`config.mk`:
```
export PLATFORM = sky130hd
export DESIGN_NAME = pcm_frame_packer
export DESIGN_NICKNAME = d
export VERILOG_FILES = /design/src/rtl/pcm_frame_packer.sv
export SDC_FILE = /design/constraint.sdc
export NUM_CORES = 1
export LEC_CHECK = 0
export ABC_CLOCK_PERIOD_IN_PS = 3240
export BUFFER_PORTS_ARGS = -buffer_cell sky130_fd_sc_hd__clkbuf_2
export CORE_MARGIN = 4
export CORE_UTILIZATION = 59
export CTS_CLUSTER_DIAMETER = 50
export DETAILED_ROUTE_END_ITERATION = 8
export HOLD_SLACK_MARGIN = 0.15
export PLACE_DENSITY = 0.8
export SLEW_MARGIN = 40
export SYNTH_ARGS = -nofsm -noshare
export SYNTH_HDL_FRONTEND = slang
export SYNTH_SLANG_ARGS = --single-unit
```
`constraint.sdc`:
```
create_clock -name clk_i -period 3.24 [get_ports clk_i]
set_clock_uncertainty 0.05 [all_clocks]
set_input_delay 0.648 -clock clk_i [delete_from_list [all_inputs] [get_ports clk_i]]
set_output_delay 0.648 -clock clk_i [all_outputs]
set_load 0.05 [all_outputs]
```
`src/rtl/pcm_frame_packer.sv`:
```
// PCM frame packer: buffers multi-channel sample frames and
// serializes them to bytes in WAV data-chunk order.
module pcm_frame_packer #(
  parameter int NUM_CHANNELS    = 2,
  parameter int BITS_PER_SAMPLE = 24,
  parameter int FIFO_DEPTH      = 4
) (
  input  logic                                    clk_i,
  input  logic                                    rst_i,
  input  logic                                    frame_valid_i,
  output logic                                    frame_ready_o,
  input  logic [NUM_CHANNELS*BITS_PER_SAMPLE-1:0] frame_data_i,
  input  logic                                    mono_dup_i,
  input  logic                                    big_endian_i,
  output logic                                    byte_valid_o,
  input  logic                                    byte_ready_i,
  output logic [7:0]                              byte_data_o,
  output logic                                    byte_last_o,
  output logic [31:0]                             data_bytes_o,
  output logic                                    busy_o
);

  localparam int BPS = BITS_PER_SAMPLE / 8;
  localparam int W   = NUM_CHANNELS * BITS_PER_SAMPLE;
  localparam int PW  = (FIFO_DEPTH > 1) ? $clog2(FIFO_DEPTH) : 1;
  localparam int CW  = $clog2(FIFO_DEPTH + 1);
  localparam int CHW = (NUM_CHANNELS > 1) ? $clog2(NUM_CHANNELS) : 1;
  localparam int JW  = (BPS > 1) ? $clog2(BPS) : 1;
  localparam logic [CW-1:0]  FULL    = CW'(FIFO_DEPTH);
  localparam logic [CHW-1:0] LAST_CH = CHW'(NUM_CHANNELS - 1);
  localparam logic [JW-1:0]  LAST_J  = JW'(BPS - 1);
  localparam logic           INV_MSB = (BITS_PER_SAMPLE == 8);

  logic [W-1:0] mem_data [FIFO_DEPTH];
  logic         mem_mono [FIFO_DEPTH];
  logic         mem_be   [FIFO_DEPTH];

  logic [PW-1:0]  wr_ptr;
  logic [PW-1:0]  rd_ptr;
  logic [CW-1:0]  count;
  logic [CHW-1:0] ch_q;
  logic [JW-1:0]  pos_q;

  logic push;
  logic pop;
  logic byte_hs;
  logic pos_last;
  logic at_last;

  logic [NUM_CHANNELS-1:0][BPS-1:0][7:0] head_b;
  logic           head_mono;
  logic           head_be;
  logic [CHW-1:0] ch_sel;
  logic [JW-1:0]  pos_sel;
  logic [7:0]     sel;

  assign frame_ready_o = count < FULL;
  assign busy_o        = count != '0;
  assign byte_valid_o  = busy_o;
  assign pos_last      = pos_q == LAST_J;
  assign at_last       = pos_last && (ch_q == LAST_CH);
  assign byte_last_o   = byte_valid_o && at_last;

  assign push    = frame_valid_i && frame_ready_o;
  assign byte_hs = byte_valid_o && byte_ready_i;
  assign pop     = byte_hs && at_last;

  // Byte index kept as (channel, byte-in-sample) to avoid a divider.
  assign head_b    = mem_data[rd_ptr];
  assign head_mono = mem_mono[rd_ptr];
  assign head_be   = mem_be[rd_ptr];
  assign ch_sel    = head_mono ? '0 : ch_q;
  assign pos_sel   = head_be ? (LAST_J - pos_q) : pos_q;
  assign sel       = head_b[ch_sel][pos_sel];
  assign byte_data_o = {sel[7] ^ INV_MSB, sel[6:0]};

  always_ff @(posedge clk_i) begin
    if (push) begin
      mem_data[wr_ptr] <= frame_data_i;
      mem_mono[wr_ptr] <= mono_dup_i;
      mem_be[wr_ptr]   <= big_endian_i;
    end
  end

  always_ff @(posedge clk_i) begin
    if (rst_i) begin
      wr_ptr       <= '0;
      rd_ptr       <= '0;
      count        <= '0;
      ch_q         <= '0;
      pos_q        <= '0;
      data_bytes_o <= '0;
    end else begin
      if (push) wr_ptr <= wr_ptr + 1'b1;
      if (pop)  rd_ptr <= rd_ptr + 1'b1;
      case ({push, pop})
        2'b10:   count <= count + 1'b1;
        2'b01:   count <= count - 1'b1;
        default: count <= count;
      endcase
      if (byte_hs) begin
        if (pos_last) begin
          pos_q <= '0;
          ch_q  <= at_last ? '0 : ch_q + 1'b1;
        end else begin
          pos_q <= pos_q + 1'b1;
        end
        if (data_bytes_o != '1) data_bytes_o <= data_bytes_o + 1'b1;
      end
    end
  end

endmodule

```
==> results.py <==
metrics = {
    "status": {
        "outcome": "complete, no violations",
    },
    "die": {
        "dieArea_mm2": 0.0188,
        "die_y_um": 137,
        "initial_core_util_pct": 59.9,
        "die_w_um": 137,
        "rows": 47,
        "core_mm2": 0.0165,
        "io_pins": 98,
    },
    "power_and_ir_drop": {
        "max-vdd-ir-drop_uv": 503,
        "power_mw": 6.85,
        "power_density_mw_per_mm2": 587,
        "power.leakage_nw": 4.07,
    },
    "critical_path": {
        "reg2reg_depth": 9,
        "required_ns": 2.54,
        "crit_type": "reg -> out",
        "rrSetupSlack_ns": 0.80,
        "r2r-start": "pos_q[0]",
        "worstSetupStartpointType": "register",
        "crit_fanout": 8,
        "endpoint": "byte_data_o[4]",
        "end_kind": "output port",
        "r2r-end": "count[2]",
        "cp.arrival_ns": 2.48,
    },
    "final_layout": {
        "mostFrequentLayoutCell": "edfxtp_1",
        "n_fill_cell": 1030,
        "nets": 746,
        "multiInputGateArea_mm2": 0.00284,
        "fin_area_mm2": 0.0117,
        "drive_gt1_share_pct": 32.5,
        "ff_latch_area_mm2": 0.00689,
        "syn_to_final_growth_pct": 18.2,
        "layout_common_cells": "edfxtp_1 (200), clkbuf_2 (89), mux4_2 (50), dfxtp_1 (42), nor2_1 (37)",
    },
    "sta": {
        "clock.fmax_mhz": 315,
        "setup_violations": 0,
        "slew_headroom_pct": 62.1,
        "holdWs_ns": 0.291,
        "fin_crit_ns": 3.18,
        "hold_viol": 0,
        "worst_slack_ns": 0.0623,
        "setup-tns-final_ns": 0,
        "worst_pin_slew_ns": 0.568,
        "rsz0062_at_grt": "yes",
        "post-route-period-util_pct": 98.1,
        "slew_violations": 0,
    },
    "drt": {
        "vias": 5494,
        "vias_per_cell": 5.97,
        "routed_wl_mm": 20.2,
        "drt_iter0_drc": 523,
        "drtPass1Iterations": 5,
        "postRouteAntennaNets": 0,
        "drcViolationCount": 0,
        "wl_per_cell_um": 21.9,
    },
    "cts": {
        "cts_inserted_buffers": 25,
        "cts_root_buf": "clkbuf_16",
        "clkLatencyLatePin_ns": 0.51,
        "cts_buffer_depth": 3,
        "postCtsSetupBuffers": 0,
        "htreeDepth": 1,
        "cts.clk_slew.worst_paths_ns": 0.06,
        "cts_sinks": 244,
        "cts_tree": "yes",
    },
    "placement": {
        "io_buffer_count": 97,
        "pre_cts_ws_ns": 0.251,
        "dpl_cell_area_mm2": 0.0108,
        "hpwl_mm": 11.9,
        "gp_congestion": 0.769,
    },
    "grt": {
        "antenna_found_initial": 1,
        "grt.overflow.total": 0,
        "grt_pass1_vias": 5590,
        "grt_max_degree": 51,
        "gr-usage-all-layers_pct": 21.6,
        "grt_pass1_wl_mm": 31.1,
    },
    "synth": {
        "ys_seq_elements": 244,
        "ys_seq_area_share_pct": 69.8,
        "synth.avg_cell_area_um2": 17.3,
        "synth_edf_count": 200,
        "ys.flop_type": "edfxtp_1",
        "async_reset_ff_share_pct": 0,
        "syn_area_mm2": 0.00986,
        "ys.warnings.count": 0,
        "syn-num-nets": 633,
        "synth_cell_types": 50,
        "synth_cells": 569,
    },
    "hold_path": {
        "hp-class": "in -> reg",
    },
    "job": {
        "drv_cap": 0,
    },
}
==> metrics by stage <==
stage                     util, %  std cells
after detailed placement     65.3        874
after global placement       65.3        874
after CTS                    70.2        917
final                        70.8        921
after global routing         70.8        919
after floorplan                 -        569
==> worst max-delay path, stage by stage (launching register included) <==
cell	delay (ns)
dfxtp_4	0.38
mux4_2	0.50
mux2_2	0.33
nand2b_4	0.22
o22a_1	0.26
o21ai_2	0.11
buf_12	0.17
==> report_power, final <==
group	switching [mW]	leakage (nW)	internal [mW]
Clock	1.12	0.372	1.58
Combinational	0.348	1.50	0.234
Sequential	0.0398	2.19	3.53
==> flip-flops by register name (all words and copies together) (netlist names), 2 cells and up, named ones only <==
signal / flops
mem_data: 192
data_bytes_o: 32
wr_ptr: 2
count: 3
rd_ptr: 2
mem_be: 4
mem_mono: 4
pos_q: 2
==> cells by family after synthesis <==
kind of cell / after synthesis / share of synthesized area, %
compound gates: 63 / 4.35
mux: 76 / 14.1
buf+inv: 40 / 2.06
simple gates: 115 / 6.47
flops: 244 / 69.8
fa+ha+maj: 10 / 1.35
xor+xnor: 21 / 1.87
==> synthesized netlist by cell type, types with 6 or more instances <==
library cell / number / share of area [%]
a211oi_1: 6 / 0.46
a21oi_1: 20 / 1.0
buf_2: 10 / 0.51
clkbuf_1: 8 / 0.30
dfxtp_1: 44 / 8.9
edfxtp_1: 200 / 61
ha_1: 9 / 1.1
inv_1: 14 / 0.53
mux2i_1: 25 / 2.5
mux4_2: 50 / 11
nand2_1: 13 / 0.49
nand3_1: 9 / 0.46
nand4_1: 7 / 0.44
nor2_1: 37 / 1.4
o21ai_0: 13 / 0.66
o22a_1: 8 / 0.71
or3_1: 8 / 0.51
or4_1: 7 / 0.53
xnor2_1: 16 / 1.4
==> routing by layer <==
metal	share of wire, %	track usage (%)	wire length (um)
met5	0	0	0
met4	1.4	6.82	286
met3	6.3	4.35	1280
met2	52	36.3	10600
met1	40	28.6	8050
==> area by class of cell <==
cell class              count  share of cell area, %
flip-flops and latches    244                   59.1
multi-input cells         285                   24.4
repair buffers            112                   7.05
clock buffers              32                   5.59
well taps                 220                   2.36
clock inverters            11                  0.966
inverters                  14                  0.451
diodes                      3                 0.0644
==> worst min path at each step <==
stage	cells after the start	from	slack [ns]	endpoint
global placement	2	data_bytes_o[21]	0.43	data_bytes_o[21]
detailed placement	2	data_bytes_o[21]	0.44	data_bytes_o[21]
global route	1	frame_data_i[21]	0.28	mem_data[3][21]
finish	1	frame_data_i[8]	0.29	mem_data[2][8]
floorplan	2	rd_ptr[1]	0.43	register
CTS	1	frame_data_i[8]	0.28	mem_data[2][8]
==> timing repair <==
item,in CTS,in global routing
setup endpoints to repair,8,8
hold buffers,0,0
gates resized for setup,12,14
gates cloned,0,1
pin swaps,0,0
No activity file was read; power rests on OpenSTA's default activity.
